## src/rtl/spongent_pkg.sv

```systemverilog
// rtl/spongent_pkg.sv - shared state encodings and constants for the SPONGENT sequencer
package spongent_pkg;

  typedef enum logic [6:0] {
    IDLE      = 7'b000_0001,
    COLLECT   = 7'b000_0010,
    ISSUE     = 7'b000_0100,
    WAIT_ACK  = 7'b000_1000,
    WAIT_DONE = 7'b001_0000,
    SQ_LOAD   = 7'b010_0000,
    SQ_OUT    = 7'b100_0000
  } state_e;

  localparam logic [7:0] PAD_BYTE = 8'h80;

  function automatic int bytes_per_block(input int rate);
    return rate / 8;
  endfunction

endpackage

```

## src/rtl/spongent_sequencer_if.sv

```systemverilog
// rtl/spongent_sequencer_if.sv - host-side byte streams and control of the sequencer
interface spongent_sequencer_if;
  logic       start;
  logic       empty;
  logic       msg_valid;
  logic [7:0] msg_data;
  logic       msg_last;
  logic       msg_ready;
  logic       dig_valid;
  logic [7:0] dig_data;
  logic       dig_last;
  logic       dig_ready;
  logic       busy;

  modport master (
    output start, empty, msg_valid, msg_data, msg_last, dig_ready,
    input  msg_ready, dig_valid, dig_data, dig_last, busy
  );

  modport slave (
    input  start, empty, msg_valid, msg_data, msg_last, dig_ready,
    output msg_ready, dig_valid, dig_data, dig_last, busy
  );
endinterface

```

## src/rtl/spongent_byte_packer.sv

```systemverilog
// rtl/spongent_byte_packer.sv - places message bytes MSB-first into a rate block with sponge padding
module spongent_byte_packer
  import spongent_pkg::*;
#(
  parameter int RATE = 16
) (
  input  logic            clk,
  input  logic            reset,
  input  logic            clear_i,
  input  logic            load_pad_i,
  input  logic            push_i,
  input  logic [7:0]      byte_i,
  input  logic            last_i,
  output logic [RATE-1:0] block_o,
  output logic            last_slot_o
);
  localparam int NB = bytes_per_block(RATE);
  localparam int CW = $clog2(NB + 1);

  logic [RATE-1:0] block_q, block_d;
  logic [CW-1:0]   cnt_q, cnt_d;

  // Block is cleared before collecting, so padding only needs the 0x80 marker.
  always_comb begin
    block_d = block_q;
    cnt_d   = cnt_q;
    if (clear_i) begin
      block_d = '0;
      cnt_d   = '0;
    end else if (load_pad_i) begin
      block_d = '0;
      block_d[RATE-1 -: 8] = PAD_BYTE;
      cnt_d   = '0;
    end else if (push_i) begin
      for (int i = 0; i < NB; i++) begin
        if (cnt_q == CW'(i)) block_d[RATE-1-8*i -: 8] = byte_i;
      end
      for (int i = 1; i < NB; i++) begin
        if (last_i && cnt_q == CW'(i - 1)) block_d[RATE-1-8*i -: 8] = PAD_BYTE;
      end
      cnt_d = cnt_q + CW'(1);
    end
  end

  always_ff @(posedge clk or posedge reset) begin
    if (reset) begin
      block_q <= '0;
      cnt_q   <= '0;
    end else begin
      block_q <= block_d;
      cnt_q   <= cnt_d;
    end
  end

  assign block_o     = block_q;
  assign last_slot_o = (cnt_q == CW'(NB - 1));

endmodule

```

## src/rtl/spongent_sequencer.sv

```systemverilog
// rtl/spongent_sequencer.sv - absorbs a byte stream into the SPONGENT core and squeezes the digest out
module spongent_sequencer
  import spongent_pkg::*;
#(
  parameter int RATE      = 16,
  parameter int HASH_BITS = 128
) (
  input  logic                 clk,
  input  logic                 reset,
  spongent_sequencer_if.slave  host,
  output logic                 core_start,
  output logic                 core_msg_avail,
  output logic [RATE-1:0]      core_msg_data,
  input  logic                 core_busy,
  input  logic [RATE-1:0]      core_rate
);
  localparam int NB   = bytes_per_block(RATE);
  localparam int OCW  = $clog2(NB + 1);
  localparam int NBLK = HASH_BITS / RATE;
  localparam int BW   = $clog2(NBLK + 1);

  state_e          state_q;
  logic            busy_q, core_start_q, core_avail_q, msg_ready_q;
  logic            dig_valid_q, dig_last_q;
  logic [RATE-1:0] out_q;
  logic [OCW-1:0]  out_cnt_q;
  logic [BW-1:0]   sq_blk_q;
  logic            squeezing_q, pad_pending_q, final_q;

  logic start_go, push, core_done, next_collect, pad_go, pk_clear, pk_load_pad;
  logic last_slot, sq_last_blk;

  assign start_go     = (state_q == IDLE) && host.start;
  assign push         = (state_q == COLLECT) && host.msg_valid;
  assign core_done    = (state_q == WAIT_DONE) && !core_busy;
  assign next_collect = core_done && !squeezing_q && !pad_pending_q && !final_q;
  assign pad_go       = core_done && !squeezing_q && pad_pending_q;
  assign pk_clear     = (start_go && !host.empty) || next_collect;
  assign pk_load_pad  = (start_go && host.empty) || pad_go;
  assign sq_last_blk  = (sq_blk_q == BW'(NBLK - 1));

  spongent_byte_packer #(.RATE(RATE)) u_packer (
    .clk         (clk),
    .reset       (reset),
    .clear_i     (pk_clear),
    .load_pad_i  (pk_load_pad),
    .push_i      (push),
    .byte_i      (host.msg_data),
    .last_i      (host.msg_last),
    .block_o     (core_msg_data),
    .last_slot_o (last_slot)
  );

  always_ff @(posedge clk or posedge reset) begin
    if (reset) begin
      state_q       <= IDLE;
      busy_q        <= 1'b0;
      core_start_q  <= 1'b0;
      core_avail_q  <= 1'b0;
      msg_ready_q   <= 1'b0;
      dig_valid_q   <= 1'b0;
      dig_last_q    <= 1'b0;
      out_q         <= '0;
      out_cnt_q     <= '0;
      sq_blk_q      <= '0;
      squeezing_q   <= 1'b0;
      pad_pending_q <= 1'b0;
      final_q       <= 1'b0;
    end else begin
      core_start_q <= 1'b0;
      case (state_q)
        IDLE: begin
          if (host.start) begin
            busy_q        <= 1'b1;
            final_q       <= host.empty;
            pad_pending_q <= 1'b0;
            squeezing_q   <= 1'b0;
            sq_blk_q      <= '0;
            if (host.empty) begin
              state_q      <= ISSUE;
              core_start_q <= 1'b1;
              core_avail_q <= 1'b1;
            end else begin
              state_q     <= COLLECT;
              msg_ready_q <= 1'b1;
            end
          end
        end
        COLLECT: begin
          if (host.msg_valid) begin
            if (host.msg_last || last_slot) begin
              state_q      <= ISSUE;
              msg_ready_q  <= 1'b0;
              core_start_q <= 1'b1;
              core_avail_q <= 1'b1;
            end
            if (host.msg_last) begin
              final_q       <= 1'b1;
              pad_pending_q <= last_slot;
            end
          end
        end
        ISSUE: begin
          core_avail_q <= 1'b0;
          state_q      <= WAIT_ACK;
        end
        // The core raises busy a cycle late, so it is not looked at here.
        WAIT_ACK: state_q <= WAIT_DONE;
        WAIT_DONE: begin
          if (!core_busy) begin
            if (squeezing_q || (final_q && !pad_pending_q)) begin
              state_q     <= SQ_LOAD;
              squeezing_q <= 1'b1;
            end else if (pad_pending_q) begin
              pad_pending_q <= 1'b0;
              state_q       <= ISSUE;
              core_start_q  <= 1'b1;
              core_avail_q  <= 1'b1;
            end else begin
              state_q     <= COLLECT;
              msg_ready_q <= 1'b1;
            end
          end
        end
        SQ_LOAD: begin
          out_q       <= core_rate;
          out_cnt_q   <= OCW'(NB);
          dig_valid_q <= 1'b1;
          dig_last_q  <= (NB == 1) && sq_last_blk;
          state_q     <= SQ_OUT;
        end
        SQ_OUT: begin
          if (host.dig_ready) begin
            if (out_cnt_q != OCW'(1)) begin
              out_q      <= out_q << 8;
              out_cnt_q  <= out_cnt_q - OCW'(1);
              dig_last_q <= (out_cnt_q == OCW'(2)) && sq_last_blk;
            end else begin
              dig_valid_q <= 1'b0;
              dig_last_q  <= 1'b0;
              if (sq_last_blk) begin
                state_q <= IDLE;
                busy_q  <= 1'b0;
              end else begin
                sq_blk_q     <= sq_blk_q + BW'(1);
                core_start_q <= 1'b1;
                state_q      <= WAIT_ACK;
              end
            end
          end
        end
        default: state_q <= IDLE;
      endcase
    end
  end

  assign host.msg_ready = msg_ready_q;
  assign host.dig_valid = dig_valid_q;
  assign host.dig_data  = out_q[RATE-1 -: 8];
  assign host.dig_last  = dig_last_q;
  assign host.busy      = busy_q;
  assign core_start     = core_start_q;
  assign core_msg_avail = core_avail_q;

endmodule

```

## src/flat_wrapper.sv

```systemverilog
// flat-port wrapper written by rule: the top's interface ports become plain ports
module spongent_sequencer_flat import spongent_pkg::*;
#(
  parameter int RATE      = 16,
  parameter int HASH_BITS = 128
)
  (clk, reset, core_start, core_msg_avail, core_msg_data, core_busy, core_rate, host_start, host_empty, host_msg_valid, host_msg_data, host_msg_last, host_dig_ready, host_msg_ready, host_dig_valid, host_dig_data, host_dig_last, host_busy);
  spongent_sequencer_if host_i ();
  input  logic clk;
  input  logic reset;
  output logic core_start;
  output logic core_msg_avail;
  output logic [RATE-1:0] core_msg_data;
  input  logic core_busy;
  input  logic [RATE-1:0] core_rate;
  input wire logic [$bits(host_i.start)-1:0] host_start;
  input wire logic [$bits(host_i.empty)-1:0] host_empty;
  input wire logic [$bits(host_i.msg_valid)-1:0] host_msg_valid;
  input wire logic [$bits(host_i.msg_data)-1:0] host_msg_data;
  input wire logic [$bits(host_i.msg_last)-1:0] host_msg_last;
  input wire logic [$bits(host_i.dig_ready)-1:0] host_dig_ready;
  output wire logic [$bits(host_i.msg_ready)-1:0] host_msg_ready;
  output wire logic [$bits(host_i.dig_valid)-1:0] host_dig_valid;
  output wire logic [$bits(host_i.dig_data)-1:0] host_dig_data;
  output wire logic [$bits(host_i.dig_last)-1:0] host_dig_last;
  output wire logic [$bits(host_i.busy)-1:0] host_busy;
  assign host_i.start = host_start;
  assign host_i.empty = host_empty;
  assign host_i.msg_valid = host_msg_valid;
  assign host_i.msg_data = host_msg_data;
  assign host_i.msg_last = host_msg_last;
  assign host_i.dig_ready = host_dig_ready;
  assign host_msg_ready = host_i.msg_ready;
  assign host_dig_valid = host_i.dig_valid;
  assign host_dig_data = host_i.dig_data;
  assign host_dig_last = host_i.dig_last;
  assign host_busy = host_i.busy;
  spongent_sequencer #(.RATE(RATE), .HASH_BITS(HASH_BITS)) u_core (.clk(clk), .reset(reset), .host(host_i), .core_start(core_start), .core_msg_avail(core_msg_avail), .core_msg_data(core_msg_data), .core_busy(core_busy), .core_rate(core_rate));
endmodule
```

## config.mk

```make
export PLATFORM = sky130hd
export DESIGN_NAME = spongent_sequencer_flat
export DESIGN_NICKNAME = d
export VERILOG_FILES = /design/src/rtl/spongent_pkg.sv /design/src/rtl/spongent_sequencer_if.sv /design/src/rtl/spongent_byte_packer.sv /design/src/rtl/spongent_sequencer.sv /design/src/flat_wrapper.sv
export SDC_FILE = /design/constraint.sdc
export NUM_CORES = 1
export LEC_CHECK = 0
export ABC_AREA = 1
export CAP_MARGIN = 5
export CELL_PAD_IN_SITES_DETAIL_PLACEMENT = 2
export CELL_PAD_IN_SITES_GLOBAL_PLACEMENT = 2
export CORE_UTILIZATION = 30
export CTS_CLUSTER_SIZE = 10
export DETAILED_ROUTE_END_ITERATION = 12
export GPL_TIMING_DRIVEN = 0
export HOLD_SLACK_MARGIN = 0.15
export PLACE_DENSITY_LB_ADDON = 0.1
export SETUP_SLACK_MARGIN = 0.5
export SYNTH_ARGS = -nofsm -noshare
export SYNTH_HDL_FRONTEND = slang
export SYNTH_SLANG_ARGS = --single-unit
```

## constraint.sdc

```tcl
create_clock -name clk -period 2.4 [get_ports clk]
set_clock_uncertainty 0.1 [all_clocks]
set_input_delay 0.6 -clock clk [delete_from_list [all_inputs] [get_ports clk]]
set_output_delay 0.6 -clock clk [all_outputs]
set_load 0.1 [all_outputs]
```

==> results.json <==
{
  "detail-route-antenna-nets": 0,
  "slowest_stage": "buf_2",
  "final_common_cell": "nand2_1",
  "grt_pass1_vias": 3018,
  "start_util_pct": 31.6,
  "fin_setup_tns_ns": 0,
  "pre_cts_slack_ns": 0.120,
  "stdcell_count": 612,
  "dieHeight_um": 104,
  "relSlewSlack_pct": 65.8,
  "reg2reg_from": "u_core.state_q[6]$_DFFE_PP0P_",
  "grt_max_degree": 39,
  "use_met1_pct": 23.1,
  "irDropWorstVdd_v": 0.000616,
  "clk_latency_ns": 0.32,
  "final_net_count": 515,
  "ios": 62,
  "rows": 36,
  "antenna_found_initial": 0,
  "setup_ws_ns": 0.546,
  "wl_um": 9650,
  "use_met3_pct": 2.38,
  "finalSetupViolCount": 0,
  "hold_class": "register to register",
  "layout_common_cells": "120 x nand2_1, 54 x dfrtp_1, 45 x nand3_1",
  "startpoint_type": "register",
  "yosysSeqAreaShare_pct": 44.6,
  "min_period_over_period_pct": 77.3,
  "synth_seq_cells": 56,
  "status": "finished, final reports clean",
  "rsz0062_at_grt": "yes",
  "route.detailed.drc": 0,
  "power.density_nw_per_um2": 1140,
  "leakagePower_nw": 2.17,
  "path_clk_slew_ns": 0.11,
  "drv_slew": 0,
  "path_buf_inv": 1,
  "dp_cells": 589,
  "period_minus_slack_ns": 1.85,
  "clkSinkCount": 56,
  "grt.total_usage_pct": 18.2,
  "drive_gt1_share_pct": 25.1,
  "areaGrowthSynthToFinish_pct": 30.0,
  "place_congestion": 0.740,
  "reg2reg_depth": 10,
  "core_um2": 9950,
  "cts_root_buf": "clkbuf_8",
  "die_w_um": 104,
  "clockBufferDepth": 2,
  "hpwl_um": 7180,
  "vias_per_cell": 4.67,
  "crit_path_max_incr_delay_ns": 0.44,
  "ys_warn_count": 0,
  "ys_async_sr_fraction_pct": 100,
  "antenna_cells": 0,
  "grt_overflow": 0,
  "syn_area_um2": 3140,
  "crit_family": "buffers and inverters",
  "use_met2_pct": 32.4,
  "wl_per_cell_um": 15.8,
  "hold_start": "u_core.host.msg_ready$_DFFE_PP0P_",
  "max_clock_freq_ghz": 0.539,
  "holdPathEnd": "u_core.host.msg_ready$_DFFE_PP0P_",
  "cts_buffers": 5,
  "synth-edff-count": 0,
  "drv_cap": 0,
  "reg2reg_slack_ns": 0.56,
  "syn_area_per_cell_um2": 7.97,
  "io_buffer_count": 61,
  "worstSetupPathType": "register to output port",
  "drt_pass1_iterations": 4,
  "drtIter0Drc": 106,
  "via_count": 2858,
  "htreeDepth": 2,
  "critPathCaptureType": "output port",
  "fp.dieArea_um2": 10900,
  "hold_violations": 0,
  "grt_pass1_wl_um": 15600,
  "syn_nets": 431,
  "cp_data_required_time_ns": 1.70,
  "synth_cell_types": 34,
  "cts_tree": "done",
  "r2r-end": "u_core.core_start$_DFF_PP0_",
  "synthFlopType": "dfrtp_1",
  "grt_busiest_layer": "met2",
  "crit_fanout": 2,
  "synth_cells": 394,
  "min_path_cells": 2,
  "tightestPinTransition_ns": 0.513,
  "crit_chain": "buf_2",
  "critPathArrivalTime_ns": 1.15
}
how the worst max path moves through the flow:
stage / startpoint / end / cells after the start
4_1_cts: u_core.out_q[14]$_DFFE_PP0P_ / host_dig_data[6] / 2
5_1_grt: u_core.state_q[6]$_DFFE_PP0P_ / u_core.core_start$_DFF_PP0_ / 10
3_3_place_gp: u_core.out_q[15]$_DFFE_PP0P_ / host_dig_data[7] / 2
6_report: u_core.u_packer.block_o[5]$_DFFE_PP0P_ / core_msg_data[5] / 1
2_1_floorplan: u_core.state_q[0]$_DFFE_PP1P_ / u_core.u_packer.block_o[10]$_DFFE_PP0P_ / 9
3_5_place_dp: core_busy / u_core.u_packer.block_o[2]$_DFFE_PP0P_ / 8
cell usage after synthesis, types with 2 or more instances:
cell	number	area, um2
ha_1	5	62.6
or2_2	2	12.5
nand3_1	47	235
nand4_1	6	37.5
nor2_8	2	40.0
buf_6	3	33.8
nand2_2	5	31.3
inv_1	37	139
buf_4	8	60.1
inv_2	5	18.8
nor2_4	7	78.8
dfrtp_1	55	1380
xor2_1	2	17.5
nand2_1	121	454
nand3_2	4	40.0
o21ai_2	2	17.5
nor2_1	41	154
a21oi_1	5	25.0
o21ai_0	9	45.0
buf_2	2	10.0
a21oi_2	8	70.1
nand2_4	5	56.3
nor2_2	2	12.5
cell families after synthesis:
logic type / Yosys count / synth area share, %
AND/OR/NAND/NOR: 245 / 37.6
buffers and inverters: 56 / 8.52
flip-flops: 56 / 44.6
AO/OA/AOI/OAI: 30 / 6.69
adder cells (fa/ha/maj): 5 / 1.99
XOR/XNOR: 2 / 0.558
per-layer routing:
layer  part of all wire [%]  up-vias  wire (um)
li1                       -     1410          -
met4                   0.90        0         87
met1                     45     1391       4320
met3                    3.3        6        319
met2                     51       51       4920
met5                      0        -          0
area by class of cell:
type                            instances  area, um2
Clock inverter                          2       15.0
Inverter                               43        168
Sequential cell                        56       1400
Clock buffer                            6       82.6
Timing Repair Buffer                   77        627
Tap cell                              133        166
Multi-Input combinational cell        282       1520
Fill cell                            1162       5870
Buffer                                 13        104
state kept, by name, summed over array words and instances (netlist names):
| name | count |
|---|---|
| u_core.u_packer.cnt_q | 2 |
| u_core.u_packer.block_o | 16 |
| u_core.host.busy | 1 |
| u_core.final_q | 1 |
| u_core.pad_pending_q | 1 |
| u_core.out_cnt_q | 2 |
| u_core.host.dig_valid | 1 |
| u_core.host.dig_last | 1 |
| u_core.out_q | 16 |
| u_core.host.msg_ready | 1 |
| u_core.core_start | 1 |
| u_core.squeezing_q | 1 |
| u_core.state_q | 7 |
| u_core.core_msg_avail | 1 |
| u_core.sq_blk_q | 4 |
power by group:
part	switching (W)	leakage [nW]	internal, W
combinational	0.00204	1.42	0.000666
sequential	0.000159	0.709	0.00119
clock	0.000345	0.0434	0.000235
stage by stage:
| step | power, W | hold WS [ns] | util [%] | instance area [um2] |
|---|---|---|---|---|
| after floorplan | 0.00341 | 0.342 | - | 3150 |
| after global placement | 0.00402 | 0.353 | 39.4 | 3920 |
| after detailed placement | 0.00409 | 0.360 | 39.6 | 3940 |
| after CTS | 0.00462 | 0.388 | 39.6 | 3940 |
| after global routing | 0.00492 | 0.408 | 41.0 | 4080 |
| final | 0.00464 | 0.381 | 41.0 | 4080 |
timing repair:
| item | 4_1_cts | 5_1_grt |
|---|---|---|
| resized for setup | 163 | 9 |
| pin swaps | 3 | 9 |
| hold buffers | 0 | 0 |
| endpoints found under the setup margin | 42 | 39 |
| buffers inserted | 1 | 14 |
No activity file was read; power rests on OpenSTA's default activity.
